<file path="config.mk">
export PLATFORM = sky130hd
export DESIGN_NAME = top_alu_flat
export DESIGN_NICKNAME = d
export VERILOG_FILES = /design/src/rtl/top_alu_if.sv /design/src/rtl/top_alu.sv /design/src/flat_wrapper.sv
export SDC_FILE = /design/constraint.sdc
export NUM_CORES = 1
export LEC_CHECK = 0
export CAP_MARGIN = 10
export CORE_ASPECT_RATIO = 2
export CORE_UTILIZATION = 50
export CTS_CLUSTER_DIAMETER = 30
export DETAILED_ROUTE_END_ITERATION = 8
export PLACE_DENSITY = 0.67
export SETUP_SLACK_MARGIN = 0.05
export SLEW_MARGIN = 0
export SYNTH_ARGS = -nofsm -noshare
export SYNTH_HDL_FRONTEND = slang
export SYNTH_SLANG_ARGS = --single-unit
</file>
<file path="constraint.sdc">
create_clock -name clk -period 6.7 [get_ports clk]
set_input_delay 0.67 -clock clk [delete_from_list [all_inputs] [get_ports clk]]
set_output_delay 0.67 -clock clk [all_outputs]
set_load 0.005 [all_outputs]
</file>
<file path="src/rtl/top_alu_if.sv">
// Board pin bundle for the ALU wrapper: buttons and switches in, LEDs and display out.
interface top_alu_if;
    logic       PB0;
    logic       PB1;
    logic       PB2;
    logic [7:0] SW;
    logic [7:0] LED;
    logic [3:0] AN;
    logic [6:0] seg;

    // Board side: drives buttons and switches, observes indicators.
    modport master (
        output PB0, PB1, PB2, SW,
        input  LED, AN, seg
    );

    // ALU side: samples buttons and switches, drives indicators.
    modport slave (
        input  PB0, PB1, PB2, SW,
        output LED, AN, seg
    );
endinterface

</file>
<file path="src/rtl/top_alu.sv">
// 8-bit board ALU: debounced buttons load A, B and opcode from the switches;
// the 16-bit result goes to the LEDs (low byte) and a 4-digit hex display.
module top_alu #(
    parameter int DEBOUNCE_BITS = 18,
    parameter int REFRESH_BITS  = 18
) (
    input  logic        clk,
    input  logic        rst,
    top_alu_if.slave    bus
);

    logic [2:0]               r_pb_s1;
    logic [2:0]               r_pb_s2;
    logic [2:0]               r_db_lvl;
    logic [2:0]               r_db_prev;
    logic [DEBOUNCE_BITS-1:0] r_db_cnt [3];
    logic [2:0]               w_pulse;
    logic [7:0]               r_sw_s1;
    logic [7:0]               r_sw_s2;
    logic [7:0]               r_a;
    logic [7:0]               r_b;
    logic [2:0]               r_op;
    logic [15:0]              r_res_p1;
    logic [REFRESH_BITS-1:0]  r_ref;
    logic [1:0]               w_dig;
    logic [3:0]               w_nib;
    logic [3:0]               r_an;
    logic [6:0]               r_seg;

    // Result of one opcode; operands zero-extended, everything modulo 2^16.
    function automatic logic [15:0] alu_calc(input logic [7:0] a, input logic [7:0] b,
                                             input logic [2:0] op);
        logic [15:0] a16;
        logic [15:0] b16;
        a16 = {8'h00, a};
        b16 = {8'h00, b};
        alu_calc = 16'h0000;
        case (op)
            3'd0:    alu_calc = a16 + b16;
            3'd1:    alu_calc = a16 - b16;
            3'd2:    alu_calc = a16 * b16;
            3'd3:    alu_calc = a16 & b16;
            3'd4:    alu_calc = a16 | b16;
            3'd5:    alu_calc = a16 ^ b16;
            3'd6:    alu_calc = {8'h00, ~a};
            default: alu_calc = a16 << b[3:0];
        endcase
    endfunction

    // Active-low seven-segment pattern, returned as {g,f,e,d,c,b,a}.
    function automatic logic [6:0] hex_seg(input logic [3:0] nib);
        hex_seg = 7'b1000000;
        case (nib)
            4'h0: hex_seg = 7'b1000000;
            4'h1: hex_seg = 7'b1111001;
            4'h2: hex_seg = 7'b0100100;
            4'h3: hex_seg = 7'b0110000;
            4'h4: hex_seg = 7'b0011001;
            4'h5: hex_seg = 7'b0010010;
            4'h6: hex_seg = 7'b0000010;
            4'h7: hex_seg = 7'b1111000;
            4'h8: hex_seg = 7'b0000000;
            4'h9: hex_seg = 7'b0010000;
            4'hA: hex_seg = 7'b0001000;
            4'hB: hex_seg = 7'b0000011;
            4'hC: hex_seg = 7'b1000110;
            4'hD: hex_seg = 7'b0100001;
            4'hE: hex_seg = 7'b0000110;
            default: hex_seg = 7'b0001110;
        endcase
    endfunction

    // Two-flop synchronizers for the asynchronous buttons and switches.
    always_ff @(posedge clk) begin
        if (!rst) begin
            r_pb_s1 <= '0;
            r_pb_s2 <= '0;
            r_sw_s1 <= '0;
            r_sw_s2 <= '0;
        end else begin
            r_pb_s1 <= {bus.PB2, bus.PB1, bus.PB0};
            r_pb_s2 <= r_pb_s1;
            r_sw_s1 <= bus.SW;
            r_sw_s2 <= r_sw_s1;
        end
    end

    // Debounce: accept a new level only after 2^DEBOUNCE_BITS consecutive differing cycles.
    always_ff @(posedge clk) begin
        if (!rst) begin
            r_db_lvl  <= '0;
            r_db_prev <= '0;
            for (int i = 0; i < 3; i++) r_db_cnt[i] <= '0;
        end else begin
            r_db_prev <= r_db_lvl;
            for (int i = 0; i < 3; i++) begin
                if (r_pb_s2[i] == r_db_lvl[i]) begin
                    r_db_cnt[i] <= '0;
                end else if (&r_db_cnt[i]) begin
                    r_db_lvl[i] <= r_pb_s2[i];
                    r_db_cnt[i] <= '0;
                end else begin
                    r_db_cnt[i] <= r_db_cnt[i] + DEBOUNCE_BITS'(1);
                end
            end
        end
    end

    // One-cycle press pulse on each rising debounced level.
    assign w_pulse = r_db_lvl & ~r_db_prev;

    // Operand/opcode registers and the result; simultaneous pulses all load together.
    always_ff @(posedge clk) begin
        if (!rst) begin
            r_a      <= '0;
            r_b      <= '0;
            r_op     <= '0;
            r_res_p1 <= '0;
        end else begin
            if (w_pulse[0]) r_a  <= r_sw_s2;
            if (w_pulse[1]) r_b  <= r_sw_s2;
            if (w_pulse[2]) r_op <= r_sw_s2[2:0];
            r_res_p1 <= alu_calc(r_a, r_b, r_op);
        end
    end

    // ---- display stage: digit select from the refresh counter's top bits ----
    assign w_dig = r_ref[REFRESH_BITS-1 -: 2];
    assign w_nib = r_res_p1[{w_dig, 2'b00} +: 4];

    // Refresh counter plus digit enable and pattern registered as a matched pair.
    always_ff @(posedge clk) begin
        if (!rst) begin
            r_ref <= '0;
            r_an  <= 4'b1110;
            r_seg <= 7'b1000000;
        end else begin
            r_ref <= r_ref + REFRESH_BITS'(1);
            r_an  <= ~(4'b0001 << w_dig);
            r_seg <= hex_seg(w_nib);
        end
    end

    assign bus.LED = r_res_p1[7:0];
    assign bus.AN  = r_an;
    assign bus.seg = r_seg;

endmodule

</file>
<file path="src/flat_wrapper.sv">
// flat-port wrapper written by rule: the top's interface ports become plain ports
module top_alu_flat 
#(
    parameter int DEBOUNCE_BITS = 18,
    parameter int REFRESH_BITS  = 18
)
  (clk, rst, bus_PB0, bus_PB1, bus_PB2, bus_SW, bus_LED, bus_AN, bus_seg);
  top_alu_if bus_i ();
  input  logic clk;
  input  logic rst;
  input wire logic [$bits(bus_i.PB0)-1:0] bus_PB0;
  input wire logic [$bits(bus_i.PB1)-1:0] bus_PB1;
  input wire logic [$bits(bus_i.PB2)-1:0] bus_PB2;
  input wire logic [$bits(bus_i.SW)-1:0] bus_SW;
  output wire logic [$bits(bus_i.LED)-1:0] bus_LED;
  output wire logic [$bits(bus_i.AN)-1:0] bus_AN;
  output wire logic [$bits(bus_i.seg)-1:0] bus_seg;
  assign bus_i.PB0 = bus_PB0;
  assign bus_i.PB1 = bus_PB1;
  assign bus_i.PB2 = bus_PB2;
  assign bus_i.SW = bus_SW;
  assign bus_LED = bus_i.LED;
  assign bus_AN = bus_i.AN;
  assign bus_seg = bus_i.seg;
  top_alu #(.DEBOUNCE_BITS(DEBOUNCE_BITS), .REFRESH_BITS(REFRESH_BITS)) u_core (.clk(clk), .rst(rst), .bus(bus_i));
endmodule
</file>
==> results_dict.tcl, run 1 <==
set metrics [dict create \
    maxSlewViolCount 0 \
    drive_gt1_share_pct 5.857 \
    ys_seq_area_share_pct 34.63 \
    multi_input_area_mm2 0.006111 \
    p_leak_nw 4.521 \
    use_met1_pct 25.00 \
    core_area_mm2 0.01946 \
    cts_tree "built" \
    insertion_delay_ns 0.42 \
    hold_viol 0 \
    die_area_mm2 0.02061 \
    whs_endpoint "u_core.r_sw_s2[0]" \
    antenna_found_initial 0 \
    setup_tns_ns 0 \
    ant_nets 0 \
    hp-start "u_core.r_sw_s1[0]" \
    grt_max_degree 58 \
    r2r-start "u_core.r_a[1]" \
    cts_buffers 17 \
    post-route-util_pct 57.60 \
    crit_fanout 11 \
    crit_path_end_kind "flop" \
    crit_required_ns 6.96 \
    hold_depth 1 \
    num_vias 7929 \
    crit_path_cell_trace "clkinv_1 -> nor2_1 -> fa_1 -> fa_1 -> fa_1 -> inv_1 -> fa_1 -> inv_1 -> ha_1 -> a211oi_1 -> o21ai_0 -> a2111oi_0 -> or3_1 -> o221ai_1" \
    hold_slack_ns 0.4322 \
    portBuffers 31 \
    num_rows 72 \
    slew_headroom_pct 28.12 \
    htree_levels 4 \
    crit_type "flop to flop" \
    worst_pin_slew_ns 1.076 \
    cts_hold_buf 0 \
    drt_pass1_iterations 7 \
    drt-initial-drc-count 446 \
    area_growth_pct 12.06 \
    synth_area_mm2 0.01000 \
    slowest_delay_ns 0.60 \
    crit_family "adder cells" \
    cts_resized 0 \
    crit_slowest_cell "dfxtp_1" \
    fin_crit_sh_pct 78.15 \
    setup_ws_ns 1.464 \
    grt_busiest_layer "met2" \
    ys_async_sr_fraction_pct 0 \
    drv_cap 0 \
    setup_violations 0 \
    via_per_inst 5.584 \
    num-nets-final 1271 \
    synth_ff_type "dfxtp_1" \
    ios 32 \
    clk_pin_slew_worst_paths_ns 0.06 \
    rr_worst_depth 14 \
    gr-usage-met2_pct 47.70 \
    crit_top_cell "fa_1" \
    syn_avg_cell_area_um2 9.118 \
    yosys_warnings 0 \
    pre_cts_ws_ns 1.535 \
    ys_ff_latch 146 \
    grt_pass1_vias 8089 \
    layout.cells.non_filler 1420 \
    clock_sinks 146 \
    yosys.cell_types.count 74 \
    die_h_um 202.0 \
    initial_core_util_pct 51.40 \
    rsz0062_at_grt "no" \
    seq_area_mm2 0.003463 \
    status "complete, no violations" \
    n_fill_cell 1826 \
    grt_pass1_wl_mm 41.46 \
    antenna_cells 0 \
    wl_mm 25.92 \
    fmax_mhz 191.0 \
    ir_worst_vdd_uv 150.8 \
    drt-wirelength-per-cell_um 18.25 \
    hpwl_mm 19.80 \
    cp_data_arrival_time_ns 5.50 \
    layout_min_cycle_time_ns 5.236 \
    cts_buffer_depth 2 \
    synth_edf_count 54 \
    ff2ff_setup_slack_ns 1.46 \
    powerDensity_mw_per_mm2 175.4 \
    root_buffer "clkbuf_16" \
    grt.total_usage_pct 27.04 \
    dieWidth_um 102.0 \
    overflow 0 \
    grt_util_met3_pct 4.391 \
    drcViolationCount 0 \
    critPathBufInv 3 \
    gp_congestion 0.9765 \
    cp-start-kind "flop" \
    synthCells 1097 \
    r2r_end "u_core.r_res_p1[15]" \
    hold_path.class "flop to flop" \
    finalClockSkew_ns 0.008205 \
    cts_setup_buffers 0 \
    dpl.cell_count 1389 \
]
==> kinds of logic after synthesis <==
| family | Yosys count | synth area share (%) |
|---|---|---|
| and+or+nand+nor | 426 | 20.52 |
| buffers and inverters | 154 | 6.267 |
| AOI/OAI and AO/OA | 148 | 10.03 |
| DFF | 146 | 34.63 |
| adders and majority gates | 109 | 16.49 |
| xor gates and xnor gates | 69 | 6.042 |
| muxes | 44 | 5.992 |
| other | 1 | 0.03749 |
==> stage by stage <==
step | power, mW | cell area [um2]
2_1_floorplan | 1.008 | 10200
3_3_place_gp | 1.026 | 10610
3_5_place_dp | 1.027 | 10610
4_1_cts | 1.981 | 11210
5_1_grt | 2.034 | 11210
6_report | 1.966 | 11210
==> worst max path at each step <==
stage                  startpoint                  end  depth (start not counted)
global placement    u_core.r_a[1]  u_core.r_res_p1[15]                         14
floorplan           u_core.r_b[3]  u_core.r_res_p1[15]                         14
detailed placement  u_core.r_a[1]  u_core.r_res_p1[15]                         14
CTS                 u_core.r_a[1]  u_core.r_res_p1[15]                         14
global route        u_core.r_a[1]  u_core.r_res_p1[15]                         14
finish              u_core.r_a[1]  u_core.r_res_p1[15]                         14
==> layout make-up <==
type | instances | share of cell area [%]
repair buffers | 36 | 3.059
clock inverters | 8 | 0.8931
multi-input cells | 850 | 54.52
flip-flops and latches | 146 | 30.90
inverters | 98 | 3.282
well taps | 259 | 2.891
clock buffers | 23 | 4.454
==> report_power, final <==
group / internal (mW) / switching [mW]
combinational: 0.0210 / 0.0291
clock: 0.598 / 0.360
sequential: 0.941 / 0.0171
==> worst reg2reg max path, delay by kind of cell, from the launching register on <==
family	cells	cell delay, ns
DFF	1	0.60
and+or+nand+nor	2	0.44
buffers and inverters	3	0.51
AOI/OAI and AO/OA	4	1.22
adders and majority gates	5	2.30
==> synthesized netlist by cell type, types with 4 or more instances <==
cell	number	area share [%]
clkbuf_1	32	1.2
mux4_2	12	2.7
a21o_1	5	0.38
nor2b_1	11	0.69
nand2b_1	14	0.88
a211oi_1	8	0.60
and3_1	11	0.69
mux2_2	7	0.79
and4_1	4	0.35
a21boi_0	4	0.30
nand3_1	42	2.1
fa_1	38	7.6
xor2_1	40	3.5
inv_1	92	3.5
buf_1	6	0.23
ha_1	71	8.9
a31oi_1	9	0.56
edfxtp_1	54	16
xnor2_1	29	2.5
o211ai_1	7	0.53
dfxtp_1	92	18
a22oi_1	4	0.30
nor4_1	7	0.44
clkinv_1	4	0.15
o31ai_1	4	0.30
buf_2	9	0.45
buf_4	8	0.60
nand2_1	73	2.7
nor2_1	164	6.2
nor3_1	22	1.1
a21oi_1	38	1.9
or3_1	11	0.69
and2_1	34	2.1
nand3b_1	5	0.38
nand4_1	13	0.81
o21ai_0	29	1.5
mux2i_1	25	2.5
==> cells in the final DEF, fill, tap and decap left out, drive strengths merged, types with 4 or more instances in the layout <==
cell type	count
nor2	164
inv	96
dfxtp	92
nand2	73
ha	71
edfxtp	54
conb	54
nand3	42
xor2	40
a21oi	38
fa	38
and2	34
clkdlybuf4s50	30
xnor2	29
o21ai	29
mux2i	25
nor3	24
clkbuf	23
nand2b	14
nand4	13
mux4	12
or3	11
and3	11
nor2b	11
a31oi	9
a211oi	8
nor4	7
mux2	7
o211ai	7
buf	6
clkinv	6
a21o	5
nand3b	5
and4	4
a22oi	4
o31ai	4
a21boi	4
==> layer usage <==
layer	part of all wire [%]	wire length, um
met5	0	0
met4	11	2820
met1	34	8723
met3	3.4	886
met2	52	13490
==> sequential cells by signal (all words and copies together), names as in the netlist <==
register,flops
u_core.r_sw_s2,8
u_core.r_db_prev,3
u_core.r_res_p1,16
u_core.r_a,8
u_core.r_db_cnt,54
u_core.bus.AN,4
u_core.r_pb_s2,3
u_core.r_sw_s1,8
u_core.r_ref,18
u_core.r_pb_s1,3
u_core.r_b,8
u_core.r_db_lvl,3
u_core.bus.seg,7
u_core.r_op,3
Power figures use the tool's default switching activity.
==> inputs of run 2 (changes only) <==
--- a/config.mk
+++ b/config.mk
@@ -10,7 +10,7 @@
 export CORE_UTILIZATION = 50
 export CTS_CLUSTER_DIAMETER = 30
 export DETAILED_ROUTE_END_ITERATION = 8
-export PLACE_DENSITY = 0.67
+export PLACE_DENSITY = 0.7
 export SETUP_SLACK_MARGIN = 0.05
 export SLEW_MARGIN = 0
 export SYNTH_ARGS = -nofsm -noshare
==> constraint.sdc (replaced) <==
create_clock -name clk -period 4.4 [get_ports clk]
set_input_delay 0.44 -clock clk [delete_from_list [all_inputs] [get_ports clk]]
set_output_delay 0.44 -clock clk [all_outputs]
set_load 0.005 [all_outputs]
==> run 2 against run 1 <==
Core utilization rose by 3.0 points. Worst setup slack got worse by 1.3 ns. Clock power increased by 45%. Wire length is 4.7% higher. Combinational power grew 56%. Final cell count increased by 4.4%. Total power is 48% higher. Clock skew is 0.0023 ns higher. Design area grew 5.3%. Critical path depth increased by 3. Sequential power rose by 51%. Die area unchanged. Critical path type unchanged. Largest power group unchanged.
==> results_dict.tcl, run 2 (synthesis gave the netlist of run 1 again) <==
set metrics [dict create \
    hold_depth 1 \
    finalClockSkew_ns 0.01055 \
    drt-wirelength-per-cell_um 18.30 \
    post-route-util_pct 60.64 \
    dpl.cell_count 1446 \
    n_fill_cell 1732 \
    antenna_found_initial 0 \
    setup_violations 0 \
    drt-initial-drc-count 512 \
    p_leak_nw 4.814 \
    slew_headroom_pct 15.71 \
    area_growth_pct 17.98 \
    grt_pass1_wl_mm 43.59 \
    cp-start-kind "flop" \
    overflow 0 \
    grt_pass1_vias 8573 \
    insertion_delay_ns 0.43 \
    via_per_inst 5.512 \
    drcViolationCount 0 \
    wl_mm 27.13 \
    fin_crit_sh_pct 97.19 \
    netSwitchingFraction_pct 22.14 \
    die_area_mm2 0.02061 \
    grt.total_usage_pct 28.59 \
    initial_core_util_pct 51.40 \
    root_buffer "clkbuf_16" \
    gp_congestion 1.003 \
    largest-register "u_core.r_db_cnt" \
    htree_levels 4 \
    clkPwrFrac_pct 47.5 \
    drv_cap 0 \
    drive_gt1_share_pct 14.05 \
    top_regs "u_core.r_db_cnt x54, u_core.r_ref x18, u_core.r_res_p1 x16" \
    layout_commonest_cell "nor2_1" \
    drt_pass1_iterations 5 \
    crit_path_end_kind "flop" \
    portBuffers 31 \
    slowest_delay_ns 0.54 \
    mostFrequentLayoutCells "nor2_1 (160), inv_1 (88), dfxtp_1 (78)" \
    maxSlewViolCount 0 \
    cts_hold_buf 0 \
    cts_buffers 17 \
    crit_top_cell "fa_1" \
    grt_max_degree 47 \
    num-nets-final 1333 \
    worst_pin_slew_ns 1.262 \
    crit_fanout 3 \
    cts_buffer_depth 2 \
    dieWidth_um 102.0 \
    clock_sinks 146 \
    cp_data_arrival_time_ns 4.57 \
    crit_type "flop to flop" \
    crit_path_cell_trace "ha_4 -> inv_2 -> fa_1 -> inv_1 -> fa_1 -> fa_1 -> inv_1 -> fa_1 -> inv_1 -> ha_4 -> a211oi_2 -> buf_4 -> o211ai_1 -> buf_4 -> and3b_1 -> o21ai_1 -> a21oi_1" \
    layout.cells.non_filler 1483 \
    clk_pin_slew_worst_paths_ns 0.06 \
    die_h_um 202.0 \
    hold_viol 0 \
    rsz0062_at_grt "no" \
    core_area_mm2 0.01946 \
    ant_nets 0 \
    ir_worst_vdd_uv 224.2 \
    crit_slowest_cell "fa_1" \
    p_switching_mw 0.6459 \
    fmax_mhz 233.8 \
    p_int_mw 2.271 \
    rr_worst_depth 17 \
    largest_reg_flops 54 \
    p_seq_share_pct 49.8 \
    crit_required_ns 4.69 \
    layout_min_cycle_time_ns 4.276 \
    num_rows 72 \
    hpwl_mm 21.07 \
    num_vias 8175 \
    hold_path.class "flop to flop" \
    powerDensity_mw_per_mm2 247.2 \
    cts_tree "built" \
    antenna_cells 0 \
    ios 32 \
    status "complete, no violations" \
    combPwrFrac_pct 2.7 \
]
-- run 2: worst paths after layout --
path                     startpoint             endpoint  slack (ns)
setup / recovery      u_core.r_b[4]  u_core.r_res_p1[10]        0.12
hold / removal    u_core.r_sw_s1[0]    u_core.r_sw_s2[0]        0.43
setup reg to reg      u_core.r_b[4]  u_core.r_res_p1[10]        0.12
hold reg to reg   u_core.r_sw_s1[0]    u_core.r_sw_s2[0]        0.43
-- run 2: worst max-delay path, delay by kind of cell, from the launching register on --
kind | cells | cell delay [ns]
simple gates | 1 | 0.15
fa+ha+maj | 6 | 2.38
flops | 1 | 0.36
compound gates | 4 | 0.64
buf+inv | 6 | 0.60
-- run 2: per-stage QoR --
step	power, mW	hold WS [ns]	worst slack, ns	TNS [ns]	cell area (um2)
final	2.917	0.4301	0.1236	0	11800
after global routing	3.019	0.4451	0.03983	0	11800
after CTS	2.956	0.4344	0.05123	0	11620
after detailed placement	1.566	0.4181	-0.06167	-0.06167	11050
after global placement	1.564	0.4167	0.004860	0	11050
after floorplan	1.536	0.4119	0.07267	0	10220
-- run 2: per-layer routing --
metal  vias to the layer above  share of wire [%]  track usage (%)
met4                         0                9.4            25.05
met3                       118                3.4            5.671
met1                      3926                 32            25.03
li1                       3918                  -                -
met5                         -                  0                0
met2                       213                 55            52.64
-- run 2: power groups by stage --
stage               sequential [mW]  combinational, mW  clock (mW)
floorplan                      1.48             0.0548           0
global placement               1.49             0.0765           0
detailed placement             1.49             0.0769           0
CTS                            1.46             0.0781        1.42
global route                   1.46             0.0883        1.47
finish                         1.45             0.0782        1.39
-- run 2: area by class of cell --
class / instances / area, um2 / share of cell area (%)
flip-flops and latches: 146 / 3506 / 29.71
inverters: 98 / 374.1 / 3.170
repair buffers: 98 / 815.8 / 6.913
clock buffers: 20 / 457.9 / 3.881
well taps: 259 / 324.1 / 2.746
multi-input cells: 850 / 6216 / 52.68
clock inverters: 12 / 106.4 / 0.9013
-- run 2: what timing repair did --
item	4_1_cts	5_1_grt
setup endpoints to repair	4	11
resized for setup	3	54
pin swaps	0	17
buffers inserted	0	5
